==> src/rtl/l0_line_fill.sv <==
`default_nettype none
// ============================================================================
// Module   : l0_line_fill
// Purpose  : Line-fill responder for cacheL0 instruction misses. A fetch
//            request triggers a 16-word burst read from the backing memory.
//            The returned words are collected in a local line buffer. The
//            line is then streamed into the L0 store port as 16
//            back-to-back beats.
// Ports    : clock_i / reset_ni      - clock, async active-low reset
//            fetch_i, line_i         - L0 miss request and missed line index
//            flush_i                 - cancel the fill in progress
//            busy_o                  - high in every state except IDLE
//            store_o, addr_o, data_o - L0 store port (one word per beat)
//            mem_req_o, mem_addr_o   - burst read request and line base
//            mem_gnt_i               - memory accepted the request
//            mem_valid_i, mem_data_i - returned words, offset 0..15 in order
// Revision : 1.0 - initial release
// ============================================================================
module l0_line_fill #(
  parameter int ADDR_WIDTH = 16,
  parameter int WIDTH      = 32
) (
  input  logic                  clock_i,
  input  logic                  reset_ni,
  input  logic                  fetch_i,
  input  logic [ADDR_WIDTH-5:0] line_i,
  input  logic                  flush_i,
  output logic                  busy_o,
  output logic                  store_o,
  output logic [3:0]            addr_o,
  output logic [WIDTH-1:0]      data_o,
  output logic                  mem_req_o,
  output logic [ADDR_WIDTH-1:0] mem_addr_o,
  input  logic                  mem_gnt_i,
  input  logic                  mem_valid_i,
  input  logic [WIDTH-1:0]      mem_data_i
);

  typedef enum logic [2:0] {
    S_IDLE   = 3'd0,
    S_REQ    = 3'd1,
    S_FILL   = 3'd2,
    S_STREAM = 3'd3,
    S_DRAIN  = 3'd4
  } state_t;

  state_t                r_state;
  logic [3:0]            r_count;
  logic [ADDR_WIDTH-5:0] r_line;
  logic [WIDTH-1:0]      r_buf [16];

  logic                  w_buf_we;
  logic [3:0]            w_count_inc;

  assign w_buf_we    = (r_state == S_FILL) && mem_valid_i;
  assign w_count_inc = r_count + 4'd1;

  // Driven straight from the line register, so it is registered and stable
  // for the whole request phase.
  assign mem_addr_o  = {r_line, 4'h0};

  // Line buffer: no reset, contents persist between fills.
  always_ff @(posedge clock_i) begin
    if (w_buf_we) begin
      r_buf[r_count] <= mem_data_i;
    end
  end

  always_ff @(posedge clock_i or negedge reset_ni) begin
    if (!reset_ni) begin
      r_state   <= S_IDLE;
      r_count   <= 4'd0;
      r_line    <= '0;
      busy_o    <= 1'b0;
      store_o   <= 1'b0;
      addr_o    <= 4'd0;
      data_o    <= '0;
      mem_req_o <= 1'b0;
    end else begin
      case (r_state)
        S_IDLE: begin
          if (fetch_i && !flush_i) begin
            r_state   <= S_REQ;
            r_line    <= line_i;
            r_count   <= 4'd0;
            mem_req_o <= 1'b1;
            busy_o    <= 1'b1;
          end
        end

        S_REQ: begin
          if (mem_gnt_i) begin
            // A granted burst must be consumed even when cancelled.
            mem_req_o <= 1'b0;
            r_state   <= flush_i ? S_DRAIN : S_FILL;
          end else if (flush_i) begin
            mem_req_o <= 1'b0;
            busy_o    <= 1'b0;
            r_state   <= S_IDLE;
          end
        end

        S_FILL: begin
          if (mem_valid_i) begin
            r_count <= w_count_inc;
          end
          if (mem_valid_i && (r_count == 4'd15)) begin
            if (flush_i) begin
              // Last beat already arrived: nothing left to drain.
              busy_o  <= 1'b0;
              r_state <= S_IDLE;
            end else begin
              // buf[0] was written many cycles ago, so the first stream
              // beat can be presented straight away.
              r_state <= S_STREAM;
              store_o <= 1'b1;
              addr_o  <= 4'd0;
              data_o  <= r_buf[0];
            end
          end else if (flush_i) begin
            r_state <= S_DRAIN;
          end
        end

        S_STREAM: begin
          // r_count is the offset currently presented on addr_o/data_o.
          if (flush_i || (r_count == 4'd15)) begin
            store_o <= 1'b0;
            busy_o  <= 1'b0;
            r_count <= 4'd0;
            r_state <= S_IDLE;
          end else begin
            r_count <= w_count_inc;
            addr_o  <= w_count_inc;
            data_o  <= r_buf[w_count_inc];
          end
        end

        S_DRAIN: begin
          if (mem_valid_i) begin
            r_count <= w_count_inc;
            if (r_count == 4'd15) begin
              busy_o  <= 1'b0;
              r_state <= S_IDLE;
            end
          end
        end

        default: begin
          r_state   <= S_IDLE;
          busy_o    <= 1'b0;
          store_o   <= 1'b0;
          mem_req_o <= 1'b0;
        end
      endcase
    end
  end

endmodule
`default_nettype wire
==> config.mk <==
export PLATFORM = sky130hd
export DESIGN_NAME = l0_line_fill
export DESIGN_NICKNAME = d
export VERILOG_FILES = /design/src/rtl/l0_line_fill.sv
export SDC_FILE = /design/constraint.sdc
export NUM_CORES = 1
export LEC_CHECK = 0
export CORE_ASPECT_RATIO = 0.5
export CORE_UTILIZATION = 60
export CTS_CLUSTER_DIAMETER = 150
export DETAILED_ROUTE_END_ITERATION = 6
export GPL_TIMING_DRIVEN = 0
export PLACE_DENSITY_LB_ADDON = 0.2
export RECOVER_POWER = 25
export SETUP_SLACK_MARGIN = 0.3
export SYNTH_ARGS = -nofsm -noshare
export SYNTH_HDL_FRONTEND = slang
export SYNTH_SLANG_ARGS = --single-unit
==> constraint.sdc <==
create_clock -name clock_i -period 4.2 [get_ports clock_i]
set_input_delay 0.84 -clock clock_i [delete_from_list [all_inputs] [get_ports clock_i]]
set_output_delay 0.84 -clock clock_i [all_outputs]
set_load 0.01 [all_outputs]
==> impl_metrics.ini <==
[floorplanning]
die-area_um2 = 38100
die_h_um = 138.5
rows = 49
core_area_um2 = 36290
die_x_um = 275.0
ios = 105
initial_utilization_pct = 61.62

[synthesis]
muxShareOfSynthArea_pct = 13.59
ys_types = 46
syn_area_um2 = 22370
yosys.area_share.xor_xnor_pct = 0.1455
synth_edf_count = 512
yosysSeqAreaShare_pct = 75.23
synthAdderAreaFrac_pct = 0.2238
yosys.area.top_type = edfxtp_1
synth_top_family_by_area = multiplexers
synth_compound_area_share_pct = 2.406
synthTopCellsByArea = edfxtp_1 69%, mux4_2 13%, dfrtp_1 6.5%
netlist_instances = 1160
synth-async-reset-ratio_pct = 10.18
synth-seq-cells = 570
yosys_warnings = 0
yosys.area.top_type_share_pct = 68.74
synthSimpleGateAreaFrac_pct = 6.473
synth_ff_type = edfxtp_1
synth_area_per_cell_um2 = 19.28

[placed_design]
dp.cells = 1770
dpl.hpwl_um = 33440
place_ws_ns = 0.3635
io_buffers = 100
finalWeightedCongestion = 0.8968

[global_route]
grt-ovfl-total = 0
grt_pass1_wl_um = 80030
first_global_vias = 12673
grtUsageTotal_pct = 29.06
antenna_found_initial = 0
grt_max_degree = 59

[min_path]
worstHoldPathType = register to register

[cells_and_area]
antenna_cells = 0
area_growth_syn_to_layout_pct = 17.03
stdcell_count = 1858
nets = 1389
drive_gt1_share_pct = 22.63

[route]
ant_nets = 0
via_per_inst = 6.646
wire_per_inst_um = 28.77
routed_wl_um = 53460
drt_iter0_drc = 1724
vias = 12349
drtPass1Iterations = 7
drc = 2

[pwr]
irDropWorstVdd_uv = 334.7
powerDensity_nw_per_um2 = 595.0
power.leakage_nw = 8.620

[cts]
cts_sinks = 570
htreeDepth = 2
tritoncts = built
cts.clk_slew.worst_paths_ns = 0.07
clock_latency_ns = 0.59
clock_path_buffers = 3
cts_root_buf = clkbuf_16
cts_resized = 3
numCtsBuffers = 47
cts_hold_buf = 0
post_cts_buffers = 0

[run_status]
violations = design-rule violations, max-capacitance violations, max-slew violations
status = complete, but fails checks

[setup_path]
slowest_stage = clkbuf_1
critPathMaxStageDelay_ns = 0.62
worstPathRequired_ns = 4.67
crit_path_cell_trace = buf_2, buf_6, buf_4, inv_1, ha_1, buf_2, clkbuf_1, mux4_2, nand2_1, nand3_1, a221o_1
crit_top_cell = buf_2
end_kind = register
cp_max_fo = 10
cp-start-kind = register
cp.arrival_ns = 4.21
path_class = register to register

[sta]
hold_ws_ns = 0.4798
finalSetupTns_ns = 0
setup_slack_ns = 0.4568
maxSlewViolCount = 59
rsz0062_at_grt = true
fmaxAchievable_mhz = 267.2
period_needed_ns = 3.743
setup_violations = 0
hold_violations = 0
fin_crit_sh_pct = 89.12
max_slew_margin_pct = -18.73
clock_skew_ns = 0.02217
tightest_slew_ns = 1.781

[flow_run]
drv_cap = 1
==> where the power goes <==
part | internal (W) | leakage (nW) | switching, W
registers | 0.00648 | 5.31 | 0.000205
logic | 0.00194 | 2.46 | 0.00216
clock network | 0.00275 | 0.844 | 0.00205
total | 0.0112 | 8.62 | 0.00441
==> flip-flops by register name, indices dropped and copies added, names as in the netlist <==
register,flops
r_count,4
store_o,1
r_state,3
r_buf,512
mem_req_o,1
addr_o,4
busy_o,1
r_line,12
data_o,32
==> path summary, 6_finish.rpt <==
path / start / endpoint / slack [ns] / cells after the start
worst max-delay path: r_count[0] / data_o[5] / 0.46 / 11
worst min-delay path: addr_o[1] / addr_o[1] / 0.48 / 2
worst max register to register: r_count[0] / data_o[5] / 0.46 / 11
worst min register to register: addr_o[1] / addr_o[1] / 0.48 / 2
max in group asynchronous: reset_ni / addr_o[2] / 2.40 / 1
min in group asynchronous: reset_ni / data_o[1] / 0.73 / 1
==> area by class of cell <==
cell class                 instances  area (µm²)
sequential                       570       16830
fill                            2079       10120
multi-input combinational        507        5219
inverter                           9       33.78
tap                              484       605.6
timing repair buffer             123        1390
buffer                            77       406.6
clock inverter                    24       311.5
clock buffer                      64        1381
==> cells by family (layout without fill, tap and decap cells) <==
logic type      after synthesis  in the layout
simple gates                289            289
mux                         142            142
fa+ha+maj                     4              4
flops                       570            570
xor+xnor                      2              2
other cells                   1              4
buf+inv                      86            297
compound gates               66             66
==> synth_stat cells (9+ instances only) <==
master    number
clkbuf_1      29
nor3_2        10
buf_2         30
nand3_1       35
nor3_1        91
inv_1          9
dfrtp_1       58
o21ai_0       10
and3_1        36
mux4_2       128
a221o_1       32
mux2_1        11
edfxtp_1     512
nand2_1       90
nor2_1        13
==> stage by stage <==
step                      utilization (%)  total power [W]  instance area [µm²]
after global placement              66.09          0.01070                23990
after CTS                           72.12          0.01559                26180
final                               72.11          0.01557                26170
after global routing                72.11          0.01606                26170
after floorplan                         -         0.009304                22380
after detailed placement            67.42          0.01085                24470
==> layer usage <==
| metal | part of all wire [%] | GRT usage [%] | vias up |
|---|---|---|---|
| li1 | - | - | 5074 |
| met1 | 39 | 42.20 | 6347 |
| met2 | 47 | 44.18 | 804 |
| met3 | 11 | 7.643 | 122 |
| met4 | 2.7 | 8.578 | 2 |
| met5 | 0.077 | 0 | - |
==> placed cells by master (no fill, tap or decap), types with 3 or more instances in the layout <==
master / netlist / routed
o31ai_1: 3 / 3
clkbuf_1: 29 / 31
and3_1: 36 / 34
buf_2: 30 / 30
buf_8: 0 / 5
mux2_1: 11 / 11
nand3_1: 35 / 35
bufinv_16: 0 / 7
a22oi_1: 4 / 4
clkdlybuf4s50_1: 0 / 82
nor3_2: 10 / 13
clkbuf_16: 0 / 48
nor3_1: 91 / 88
conb_1: 1 / 4
ha_1: 4 / 4
edfxtp_1: 512 / 512
mux4_2: 128 / 128
buf_4: 6 / 7
o21ai_0: 10 / 10
a22o_1: 3 / 3
a21oi_1: 6 / 6
dfrtp_1: 58 / 58
buf_6: 6 / 11
buf_1: 6 / 3
nand2_1: 90 / 90
nor2b_1: 3 / 3
a221o_1: 32 / 32
clkinv_2: 0 / 10
nor2_1: 13 / 4
inv_1: 9 / 8
clkinv_1: 0 / 4
clkbuf_8: 0 / 12
dlygate4sd3_1: 0 / 17
nor2_4: 0 / 9
clkbuf_2: 0 / 5
buf_12: 0 / 10
==> critical path, delay by kind of cell, from the launching register on <==
family,cells,cell delay [ns]
AOI/OAI and AO/OA,1,0.34
adders and majority gates,1,0.39
buffers and inverters,6,1.84
DFF,1,0.40
muxes,1,0.41
and+or+nand+nor,2,0.23
(Power assumes the default switching activity.)
